`src/rtl/scrambler_pkg.sv`:
```
// Shared constants and the single-step LFSR function used by the
// transmit scrambler and the receive-side descrambler.
package scrambler_pkg;

    localparam int unsigned DEF_DATA_W = 8;
    localparam int unsigned DEF_LFSR_W = 7;
    localparam logic [DEF_LFSR_W-1:0] DEF_TAPS = 7'h60;
    localparam logic [DEF_LFSR_W-1:0] DEF_SEED = 7'h7F;

    typedef struct packed {
        logic [DEF_LFSR_W-1:0] state;
        logic                  k;
    } lfsr_step_t;

    // Fibonacci step: the feedback bit is both the keystream bit and the new LSB.
    function automatic lfsr_step_t lfsr_step(
        input logic [DEF_LFSR_W-1:0] state,
        input logic [DEF_LFSR_W-1:0] taps
    );
        lfsr_step_t r;
        r.k     = ^(state & taps);
        r.state = {state[DEF_LFSR_W-2:0], r.k};
        return r;
    endfunction

endpackage

```
`src/rtl/frame_scrambler_tx_lfsr_multistep.sv`:
```
// Combinational DATA_W-step LFSR advance producing one keystream word.
module lfsr_multistep
    import scrambler_pkg::*;
#(
    parameter int unsigned           DATA_W = DEF_DATA_W,
    parameter logic [DEF_LFSR_W-1:0] TAPS   = DEF_TAPS
) (
    input  logic [DEF_LFSR_W-1:0] start,
    output logic [DATA_W-1:0]     keystream,
    output logic [DEF_LFSR_W-1:0] end_state
);

    logic [DEF_LFSR_W-1:0] s;
    lfsr_step_t            r;

    // Bit i of the word comes from step i+1, so the LSB is generated first.
    always_comb begin
        s         = start;
        r         = '0;
        keystream = '0;
        for (int i = 0; i < int'(DATA_W); i++) begin
            r            = lfsr_step(s, TAPS);
            keystream[i] = r.k;
            s            = r.state;
        end
        end_state = s;
    end

endmodule

```
`src/rtl/frame_scrambler_tx.sv`:
```
// Transmit additive scrambler: reseeds on start-of-frame, XORs each beat
// with an LFSR keystream, one registered valid/ready output stage.
module frame_scrambler_tx
    import scrambler_pkg::*;
#(
    parameter int unsigned           DATA_W = DEF_DATA_W,
    parameter int unsigned           LFSR_W = DEF_LFSR_W,
    parameter logic [DEF_LFSR_W-1:0] TAPS   = DEF_TAPS,
    parameter logic [DEF_LFSR_W-1:0] SEED   = DEF_SEED
) (
    input  logic                  clk,
    input  logic                  rst,
    input  logic                  in_valid,
    output logic                  in_ready,
    input  logic [DATA_W-1:0]     in_data,
    input  logic                  in_sof,
    input  logic                  in_bypass,
    output logic                  out_valid,
    input  logic                  out_ready,
    output logic [DATA_W-1:0]     out_data,
    output logic                  out_sof,
    output logic [DEF_LFSR_W-1:0] lfsr_state
);

    if (SEED == '0) begin : g_bad_seed
        $error("frame_scrambler_tx: SEED must be nonzero");
    end
    if (LFSR_W != DEF_LFSR_W) begin : g_bad_width
        $error("frame_scrambler_tx: LFSR_W must match scrambler_pkg");
    end

    logic                  accept;
    logic [DEF_LFSR_W-1:0] start_state;
    logic [DEF_LFSR_W-1:0] next_state;
    logic [DATA_W-1:0]     keystream;

    assign in_ready    = ~out_valid | out_ready;
    assign accept      = in_valid & in_ready;
    assign start_state = in_sof ? SEED : lfsr_state;

    lfsr_multistep #(
        .DATA_W (DATA_W),
        .TAPS   (TAPS)
    ) u_step (
        .start     (start_state),
        .keystream (keystream),
        .end_state (next_state)
    );

    // The LFSR advances on every accepted beat, bypassed or not,
    // so the receiver stays in step.
    always_ff @(posedge clk or posedge rst) begin
        if (rst) begin
            out_valid  <= 1'b0;
            out_data   <= '0;
            out_sof    <= 1'b0;
            lfsr_state <= SEED;
        end else if (accept) begin
            out_valid  <= 1'b1;
            out_data   <= in_bypass ? in_data : (in_data ^ keystream);
            out_sof    <= in_sof;
            lfsr_state <= next_state;
        end else if (out_ready) begin
            out_valid  <= 1'b0;
        end
    end

endmodule

```
`config.mk`:
```
export PLATFORM = sky130hd
export DESIGN_NAME = frame_scrambler_tx
export DESIGN_NICKNAME = d
export VERILOG_FILES = /design/src/rtl/scrambler_pkg.sv /design/src/rtl/frame_scrambler_tx_lfsr_multistep.sv /design/src/rtl/frame_scrambler_tx.sv
export SDC_FILE = /design/constraint.sdc
export NUM_CORES = 1
export LEC_CHECK = 0
export BUFFER_PORTS_ARGS = -buffer_cell sky130_fd_sc_hd__buf_2
export CORE_MARGIN = 8
export CORE_UTILIZATION = 47
export CTS_CLUSTER_DIAMETER = 120
export CTS_CLUSTER_SIZE = 25
export DETAILED_ROUTE_END_ITERATION = 7
export GPL_TIMING_DRIVEN = 0
export MAX_ROUTING_LAYER = met4
export PLACE_DENSITY = 0.75
export SYNTH_ARGS = -nofsm -noshare
export SYNTH_HDL_FRONTEND = slang
export SYNTH_SLANG_ARGS = --single-unit
```
`constraint.sdc`:
```
create_clock -name clk -period 1.9 [get_ports clk]
set_clock_uncertainty 0.05 [all_clocks]
set_input_delay 0.285 -clock clk [delete_from_list [all_inputs] [get_ports clk]]
set_output_delay 0.285 -clock clk [all_outputs]
set_load 0.005 [all_outputs]
```
==> key figures, run 1 <==
Floorplan
  – Die area: 0.00338 mm^2
  – Initial core utilization: 48.9%
  – I/O pin cnt: 32
  – Rows: 15
  – Chip Height: 58.2 um
  – Core area: 0.00171 mm^2
  – Die width: 58.2 um

Detailed routing
  – Highest routed layer: met4
  – DR vias/cell: 4.83
  – Met3 wire len: 185 um
  – Final WL: 1.83 mm
  – Met1 WL: 811 um
  – Routed length per placed instance: 12.9 um
  – WL met2: 829 um
  – Via count: 686
  – DRT antenna net count: 0
  – Router iterations before antenna repair: 4
  – DRT iter0 DRCs: 23
  – # DRC: 0

STA
  – Unrepaired setup endpoints after global routing: no
  – Fmax: 629 MHz
  – Max-slew headroom: 58.1%
  – Period utilization: 83.7%
  – Final worst setup slack: 310 ps
  – Final setup vio count: 0
  – Final Slew Violations: 0
  – Final min period: 1590 ps
  – Setup TNS: 0 ps
  – Final Hold Fails: 7
  – Worst Tran Pin Value: 628 ps
  – Min Hold Slack: -4.05 ps

Layout
  – Final Net Count: 132
  – Layout Utilization: 61.2%
  – Layout cells sized above 1: 36.8%
  – Fill count: 158
  – Ant. Diodes: 0
  – Final std cells w/o fill: 142
  – Multi-input logic area: 374 um^2
  – Synth-to-Final Area Change: 25.0%
  – FF+latch area: 434 um^2

Worst hold path
  – Tightest Hold Check Type: in -> async

Synthesis
  – Cell Area, Synth: 836 um^2
  – Syn_area_per_cell: 10.1 um^2
  – Syn Inst Count: 83
  – Syn_nets: 97
  – Sequential share of the synthesized area: 51.9%
  – Ys Warns: 0
  – Distinct cells, synth: 16
  – Yosys reg bits: 17

Clocking
  – Worst skew pair latency: 300 ps
  – Clock transition at the registers of the reported paths: 100 ps
  – CTS Buf Count: 3
  – H-Tree Depth: 1
  – CTS max path bufs: 2
  – Hold-fix buffers at CTS: 0
  – Clock Tree Root: clkbuf_4
  – Clk sink count: 17
  – TritonCTS clock tree: yes
  – Setup bufs post-CTS: 0
  – CTS resizes: 0

Pwr
  – PwrDens: 1240 mW/mm^2
  – Leak Pwr: 0.461 nW
  – VDD IR-drop max: 0.723 mV

GRT
  – Pin count of the biggest net entering global routing: 18
  – Vias in the first global route: 694
  – GR Util All Layers: 12.3%
  – First-pass GRT wire length: 3.17 mm
  – Gr ovfl total: 0
  – Initial antenna violation count: 0

Worst setup path
  – WP data required: 2030 ps
  – Worst path arrival time: 1720 ps
  – Setup crit start kind: register
  – Endpoint class of the critical path: register
  – Worst Path Max Fanout: 5
  – WS Path Type: reg -> reg

Placed design
  – Placement Setup Slack: 324 ps
  – Port Buffers: 30
  – DPL Wire Length: 1.45 mm
  – DP Cell Count: 138
  – Routability Congestion: 0.875

Run
  – Number of max-cap violations: 0

Run status
  – Violations in the final reports: hold timing
  – Status: finished, violations left
## Yosys cell counts (all sizes together)
cell    number  share of area, %
o21ai        9               5.4
nand2       16               7.2
dfstp        7                22
a21oi        2               1.6
inv          2              0.90
buf          1              0.60
dfrtp       10                30
o31ai        6               5.4
xnor3        1               2.7
nand2b       2               1.5
a41oi        1               1.0
xnor2       15                16
nor3         7               4.2
clkbuf       4               1.8
## per-layer routing
layer | vias to the layer above | track usage (%)
met5 | - | -
met4 | 0 | 2.10
met3 | 3 | 5.52
met2 | 28 | 18.9
met1 | 305 | 14.8
li1 | 350 | -
## logic make-up (layout without fill, tap and decap cells)
group / count (synthesis) / after routing / share of synthesized area (%)
AO/OA/AOI/OAI: 18 / 18 / 13.5
flip-flops: 17 / 17 / 51.9
XOR/XNOR: 16 / 16 / 18.4
buffers and inverters: 7 / 41 / 3.29
AND/OR/NAND/NOR: 25 / 25 / 12.9
## path summary, 6_finish.rpt
path                                             end  depth (start not counted)                       from  slack (ps)
max in group asynchronous      out_valid$_DFFE_PP0P_                          2                        rst        1400
min in group clk           lfsr_state[1]$_DFFE_PP1P_                          2                   in_valid         160
max                          out_data[6]$_DFFE_PP0P_                          4  lfsr_state[6]$_DFFE_PP1P_         310
min                          out_data[2]$_DFFE_PP0P_                          2                        rst          -4
max reg2reg                  out_data[6]$_DFFE_PP0P_                          4  lfsr_state[6]$_DFFE_PP1P_         310
min reg2reg                  out_data[1]$_DFFE_PP0P_                          2    out_data[1]$_DFFE_PP0P_         430
## flip-flops by register name, indices dropped and copies added, names as in the netlist
| name | cells |
|---|---|
| out_data | 8 |
| out_sof | 1 |
| out_valid | 1 |
| lfsr_state | 7 |
## power breakdown
part / internal, W / total, W / switching [W]
sequential: 0.000505 / 0.000608 / 0.000103
clock: 0.0000785 / 0.000198 / 0.000119
combinational: 0.000263 / 0.000492 / 0.000229
## worst max-delay path: stages (launching register included)
cell and delay (ps):
dfstp_2 600, xnor3_1 460, a21oi_2 170, xnor2_1 120, o21ai_1 70
## cell usage in the layout, fill, tap and decap left out, drive strengths merged
master / n
dfrtp: 10
xnor2: 15
o21ai: 9
o31ai: 6
clkinv: 1
clkbuf: 7
buf: 31
a41oi: 1
a21oi: 2
dfstp: 7
nand2: 16
nor3: 7
nand2b: 2
inv: 2
xnor3: 1
## metrics by stage
step	area, um^2	total power (W)
3_5_place_dp	1020	0.00112
6_report	1040	0.00130
3_3_place_gp	1020	0.00110
2_1_floorplan	836	0.000931
5_1_grt	1040	0.00140
4_1_cts	1040	0.00132
## final cells by class
| class | count | share of cell area (%) |
|---|---|---|
| clock buffers | 3 | 2.16 |
| multi-input cells | 59 | 35.8 |
| inverters | 2 | 0.719 |
| well taps | 25 | 2.99 |
| clock inverters | 1 | 0.479 |
| plain buffers | 5 | 1.92 |
| flip-flops and latches | 17 | 41.6 |
| repair buffers | 30 | 14.4 |
Note: power is estimated with default switching activity, not from simulation.
==> run 2: changes to the inputs <==
Settings changed: ABC_AREA set to 1, CORE_UTILIZATION 47 to 44, PLACE_DENSITY 0.75 to 0.72.
Clock period 1.9 ns to 1.36 ns, I/O delays scaled along.
==> run 2 against run 1 <==
Against the previous run: the flow now finishes without violations; routed wire length up 31%; count of clock-buffer cells in the layout unchanged; clock power increased by 37%; non-clock buffer count grew 1; sequential cell count unchanged; cell count up 35%; critical endpoint unchanged; largest power group unchanged; highest routed layer unchanged.
==> key figures, run 2 <==
Worst setup path
  – Worst Path Max Fanout: 6 (+1)
  – Slowest library cell on the worst path: dfstp_2
  – R2R Setup Slk: 5 ps (-310 ps)
  – Crit path to: out_data[6]$_DFFE_PP0P_
  – RR Endpoint: out_data[6]$_DFFE_PP0P_
  – CP top delay family: flip-flops
  – Worst-case reg-to-reg path depth: 9 (+5)
  – CP peak stage delay: 610 ps (about the same)
  – WP data required: 1500 ps (-530 ps)
  – Reg2reg start: lfsr_state[5]$_DFFE_PP1P_
  – Worst path arrival time: 1500 ps (-220 ps)
  – CP most frequent cell: nand2_1
  – WS Path Type: reg -> reg
  – Endpoint class of the critical path: register
  – Worst Path Buf+Inv: 1 (+1)
  – Crit path depth: 9 (+5)
  – Worst setup path start: lfsr_state[5]$_DFFE_PP1P_
  – Setup crit start kind: register
  – Cells along the critical path: inv_4 > nand2_4 > nand2_1 > nand2_1 > nand3_2 > nand2_1 > nand2_1 > nand3_2 > nand2_1

Layout
  – Most common cell after layout, fill and taps aside: nand2_1
  – Largest regs: out_data: 8 flops, lfsr_state: 7 flops
  – Layout cells sized above 1: 37.2% (+0.44 points)
  – FF+latch area: 434 um^2 (unchanged)
  – Fill count: 187 (+18%)
  – Largest reg by FF count: out_data
  – Ant. Diodes: 0 (unchanged)
  – Largest register FFs: 8 (unchanged)
  – Multi-input logic area: 444 um^2 (+19%)
  – Final Net Count: 179 (+36%)
  – Leading cell types in the layout, fill and taps excluded: 43 x nand2_1, 35 x buf_2, 14 x inv_1, 14 x nand3_1, 12 x o21ai_0
  – Final std cells w/o fill: 191 (+35%)
  – Synth-to-Final Area Change: 27.9%

Detailed routing
  – DRT antenna net count: 0 (unchanged)
  – Final WL: 2.40 mm (+31%)
  – DRT iter0 DRCs: 31 (+35%)
  – Met3 wire len: 140 um (-24%)
  – Router iterations before antenna repair: 4 (unchanged)
  – Met1 WL: 1.14 mm (+40%)
  – Routed length per placed instance: 12.5 um (-2.8%)
  – DR vias/cell: 4.91 (+1.5%)
  – WL met2: 1.10 mm (+33%)
  – Via count: 937 (+37%)
  – Highest routed layer: met4
  – # DRC: 0 (unchanged)

GRT
  – GR Util All Layers: 13.1% (+0.73 points)
  – Vias in the first global route: 991 (+43%)
  – First-pass GRT wire length: 4.22 mm (+33%)
  – Pin count of the biggest net entering global routing: 18 (unchanged)
  – Initial antenna violation count: 0 (unchanged)
  – Gr ovfl total: 0 (unchanged)

Placed design
  – Port Buffers: 31 (+3.3%)
  – DPL Wire Length: 1.74 mm (+20%)
  – DP Cell Count: 186 (+35%)
  – Routability Congestion: 0.790 (-9.7%)

Floorplan
  – I/O pin cnt: 32 (unchanged)
  – Rows: 16 (+1)
  – Core area: 0.00198 mm^2 (+16%)
  – Initial core utilization: 47.2% (-1.7 points)
  – Die area: 0.00386 mm^2 (+14%)
  – Die width: 62.1 um (+6.8%)
  – Chip Height: 62.1 um (+6.8%)

Clocking
  – CTS Buf Count: 3 (unchanged)
  – Clock transition at the registers of the reported paths: 100 ps (about the same)
  – CTS max path bufs: 2 (unchanged)
  – Worst skew pair latency: 290 ps (about the same)
  – Clk sink count: 17 (unchanged)
  – Clock Tree Root: clkbuf_4
  – TritonCTS clock tree: yes
  – H-Tree Depth: 1 (unchanged)
  – Setup bufs post-CTS: 0 (unchanged)

Synthesis
  – Cell Area, Synth: 936 um^2 (+12%)
  – Synth area leader: dfrtp_1
  – Count leader, synth: nand2_1
  – FFs w/ async S/R, synth: 100% (unchanged)
  – Yosys reg bits: 17 (unchanged)
  – Syn_nets: 142 (+46%)
  – Syn_area_per_cell: 7.31 um^2 (-27%)
  – Sequential share of the synthesized area: 46.4% (-5.6 points)
  – Synth top area share: 26.7% (-3.2 points)
  – Distinct cells, synth: 16 (unchanged)
  – Synth cell count leaders: 47 x nand2_1, 17 x nand3_1, 16 x inv_1, 12 x o21ai_0, 10 x dfrtp_1
  – Dominant synthesized flop cell: dfrtp_1
  – Synth area leaders: dfrtp_1 27%, dfstp_2 20%, nand2_1 19%, nand3_1 9.1%, o21ai_0 6.4%
  – Ys Warns: 0 (unchanged)
  – Syn Inst Count: 128 (+54%)
  – Post-synth EDFFs: 0 (unchanged)

Run status
  – Status: finished, final reports clean

STA
  – Unrepaired setup endpoints after global routing: yes
  – Max-slew headroom: 57.1% (-0.92 points)
  – Fmax: 738 MHz (+17%)
  – Period utilization: 99.6% (+16 points)
  – Final Slew Violations: 0 (unchanged)
  – Final Hold Fails: 0 (-7)
  – Final setup vio count: 0 (unchanged)
  – Worst Tran Pin Value: 642 ps (+13.7 ps)
  – Final min period: 1350 ps (-235 ps)

Pwr
  – Design Power: 0.00163 W (+25%)
  – PwrDens: 1360 mW/mm^2 (+9.4%)
  – Leak Pwr: 0.637 nW (+38%)
  – VDD IR-drop max: 0.759 mV (+5.0%)

Run
  – Number of max-cap violations: 0 (unchanged)

Worst hold path
  – Tightest Hold Check Type: in -> reg
==> run 2: cell types whose count changed after synthesis, sizes merged, moves of 3 or more <==
cell    change
nand2      +32
nand3      +19
inv        +16
xnor2      -14
nor3        -7
o31ai       -6
o21ai       +5
clkbuf      -4
a21oi       +3
buf         +3
==> run 2: area by class of cell <==
class	instances	share of cell area (%)
multi-input cells	89	37.1
inverters	18	6.06
flip-flops and latches	17	36.3
clock buffers	3	1.88
clock inverters	1	0.418
repair buffers	32	13.8
plain buffers	4	1.67
well taps	27	2.82
==> run 2: power breakdown <==
part | switching [W] | leakage (nW) | internal [W]
clock network | 0.000161 | 0.0177 | 0.000109
registers | 0.0000799 | 0.194 | 0.000658
logic | 0.000378 | 0.425 | 0.000240
==> run 2: how the worst min path moves through the flow <==
stage,to,cells past startpoint,slack (ps),startpoint
after global placement,out_valid$_DFFE_PP0P_,2,260,rst
final,out_data[0]$_DFFE_PP0P_,3,140,in_data[0]
after floorplan,out_data[0]$_DFFE_PP0P_,1,70,rst
after detailed placement,out_valid$_DFFE_PP0P_,2,270,rst
after CTS,out_data[0]$_DFFE_PP0P_,3,140,in_data[0]
after global routing,out_data[0]$_DFFE_PP0P_,3,140,in_data[0]
==> run 2: kinds of logic (layout without fill, tap and decap cells) <==
kind of cell	Yosys count	in the layout	synth area share (%)
simple gates	68	68	32.0
buf+inv	22	58	9.63
compound gates	19	19	10.2
flops	17	17	46.4
xor+xnor	2	2	1.87
==> run 2: metal layers <==
| metal | vias up | GRT usage, % |
|---|---|---|
| met4 | 0 | 4.96 |
| met3 | 4 | 3.94 |
| met5 | - | - |
| met1 | 424 | 15.0 |
| met2 | 30 | 20.8 |
| li1 | 479 | - |
==> run 2: worst min-delay path: stages <==
cell and delay (ps):
buf_2 80, xnor2_1 110, o21ai_1 50
==> run 2: through the flow <==
stage          cell area (um^2)  TNS, ps  hold slack, ps  setup WS, ps  utilization [%]
6_report                   1200        0             136          5.16             60.4
5_1_grt                    1200     -306             136         -72.3             60.4
4_1_cts                    1160        0             137          4.53             58.8
3_5_place_dp               1120        0             267          7.42             56.8
3_3_place_gp               1120        0             263          33.4             56.8
2_1_floorplan               936        0            75.0           113                -
==> run 2: repair_timing <==
item | in CTS | in global routing
pin swaps | 0 | 2
cloned | 0 | 0
setup endpoints to repair | 1 | 7
endpoints found under the hold margin | 10 | 0
resized for setup | 1 | 10
hold buffers | 1 | 0
==> run 3: changes to the inputs <==
Settings changed: CORE_UTILIZATION 44 to 52, HOLD_SLACK_MARGIN set to 0.1, PLACE_DENSITY 0.72 to 0.8.
Clock period 1.36 ns to 1.7 ns, I/O delays scaled along.
==> run 3 against run 2 <==
Against the previous run: hold slack better by 42 ps; core utilization is 7.4 points higher; count of clock-buffer cells in the layout increased by 1.
==> key figures, run 3 (same netlist as run 2, synthesis figures left out) <==
Run status
  – Status: finished, final reports clean

STA
  – Final Hold Fails: 0 (unchanged)
  – Period utilization: 79.3% (-20 points)
  – Max-slew headroom: 56.4% (-0.73 points)
  – Final worst setup slack: 352 ps (+347 ps)
  – Min Hold Slack: 178 ps (+41.9 ps)
  – Worst Tran Pin Value: 653 ps (+10.9 ps)
  – Setup TNS: 0 ps (unchanged)
  – Fmax: 742 MHz (+0.51%)
  – Final Slew Violations: 0 (unchanged)
  – Final setup vio count: 0 (unchanged)
  – Final min period: 1350 ps (-6.85 ps)
  – Unrepaired setup endpoints after global routing: no

Clocking
  – Clock transition at the registers of the reported paths: 100 ps (about the same)
  – Clock Tree Root: clkbuf_4
  – CTS Buf Count: 3 (unchanged)
  – Clk sink count: 17 (unchanged)
  – H-Tree Depth: 1 (unchanged)
  – TritonCTS clock tree: yes
  – CTS max path bufs: 2 (unchanged)
  – Worst skew pair latency: 290 ps (about the same)

Floorplan
  – I/O pin cnt: 32 (unchanged)
  – Die width: 58.4 um (-5.9%)
  – Rows: 15 (-1)
  – Initial core utilization: 54.8% (+7.6 points)
  – Chip Height: 58.4 um (-5.9%)
  – Core area: 0.00171 mm^2 (-14%)
  – Die area: 0.00341 mm^2 (-12%)

Placed design
  – Routability Congestion: 0.775 (-1.9%)
  – Placement Setup Slack: 357 ps (+350 ps)
  – Port Buffers: 31 (unchanged)
  – DPL Wire Length: 1.69 mm (-3.0%)
  – DP Cell Count: 184 (-1.1%)

Detailed routing
  – Met1 WL: 971 um (-15%)
  – Met3 wire len: 134 um (-4.3%)
  – Routed length per placed instance: 11.7 um (-6.7%)
  – Highest routed layer: met4
  – Final WL: 2.21 mm (-7.7%)
  – DR vias/cell: 4.92 (+0.30%)
  – WL met2: 1.05 mm (-4.9%)
  – # DRC: 0 (unchanged)
  – DRT iter0 DRCs: 27 (-13%)
  – Router iterations before antenna repair: 4 (unchanged)
  – DRT antenna net count: 0 (unchanged)
  – Via count: 930 (-0.75%)

Worst setup path
  – Worst path arrival time: 1490 ps (about the same)
  – WS Path Type: reg -> reg
  – WP data required: 1840 ps (+340 ps)
  – Endpoint class of the critical path: register
  – Worst Path Max Fanout: 6 (unchanged)
  – Setup crit start kind: register

Layout
  – Fill count: 153 (-18%)
  – Largest reg by FF count: out_data
  – Leading cell types in the layout, fill and taps excluded: 47 x nand2_1, 35 x buf_2, 17 x nand3_1, 16 x inv_1, 12 x o21ai_0
  – Layout cells sized above 1: 31.1% (-6.1 points)
  – Synth-to-Final Area Change: 23.8%
  – Most common cell after layout, fill and taps aside: nand2_1
  – Largest regs: out_data: 8 flops, lfsr_state: 7 flops
  – Largest register FFs: 8 (unchanged)
  – Final std cells w/o fill: 189 (-1.0%)
  – Final Net Count: 179 (unchanged)
  – Ant. Diodes: 0 (unchanged)

Worst hold path
  – Tightest Hold Check Type: in -> reg

GRT
  – GR Util All Layers: 13.3% (+0.27 points)
  – Gr ovfl total: 0 (unchanged)
  – Vias in the first global route: 847 (-15%)
  – Initial antenna violation count: 0 (unchanged)
  – First-pass GRT wire length: 3.49 mm (-17%)
  – Pin count of the biggest net entering global routing: 18 (unchanged)

Run
  – Number of max-cap violations: 0 (unchanged)

Pwr
  – Leak Pwr: 0.629 nW (-1.3%)
  – Design Power: 0.00125 W (-23%)
  – PwrDens: 1080 mW/mm^2 (-21%)
  – VDD IR-drop max: 0.736 mV (-3.1%)
## run 3: where the power goes
group / leakage, nW / internal, W / switching (W) / total [W]
sequential: 0.194 / 0.000526 / 0.0000553 / 0.000581
combinational: 0.419 / 0.000180 / 0.000270 / 0.000451
clock: 0.0150 / 0.0000912 / 0.000126 / 0.000217
## run 3: metal layers
layer	vias up	GRT usage, %
li1	479	-
met1	420	15.1
met2	25	20.6
met3	6	3.26
met4	0	8.39
met5	-	-
## run 3: area by class of cell
class,count,area [um^2],area share (%)
plain buffers,4,20.0,1.73
repair buffers,32,165,14.3
clock buffers,4,26.3,2.27
well taps,25,31.3,2.70
multi-input cells,89,412,35.5
inverters,18,70.1,6.05
flip-flops and latches,17,434,37.5
## run 3: repair_timing
| action | CTS | global route |
|---|---|---|
| setup buffers | 0 | 0 |
| hold buffers | 1 | 0 |
| hold endpoints to repair | 10 | 0 |
| resized for setup | 0 | 0 |
## run 3: path summary, 6_finish.rpt
path / end / cells after the start / start / slack [ps]
setup / recovery: out_data[7]$_DFFE_PP0P_ / 9 / lfsr_state[5]$_DFFE_PP1P_ / 350
hold / removal: out_valid$_DFFE_PP0P_ / 4 / out_ready / 180
setup reg to reg: out_data[7]$_DFFE_PP0P_ / 9 / lfsr_state[5]$_DFFE_PP1P_ / 350
hold reg to reg: out_data[4]$_DFFE_PP0P_ / 2 / out_data[4]$_DFFE_PP0P_ / 440
max in group asynchronous: out_data[0]$_DFFE_PP0P_ / 3 / rst / 640
min in group asynchronous: out_valid$_DFFE_PP0P_ / 3 / rst / 540
## run 3: critical path, stage by stage, from the launching register on
cell and delay (ps):
dfstp_2 590, inv_2 80, nand3_1 80, nand2_1 90, nand2_1 70, nand2_1 80, nand2_1 70, nand2_1 50
nand3_1 60, nand2_1 50
## run 3: per-stage QoR
step                util (%)  area [um^2]
detailed placement      65.7         1120
CTS                     67.8         1160
finish                  67.8         1160
global route            67.8         1160
floorplan                  -          936
global placement        65.7         1120
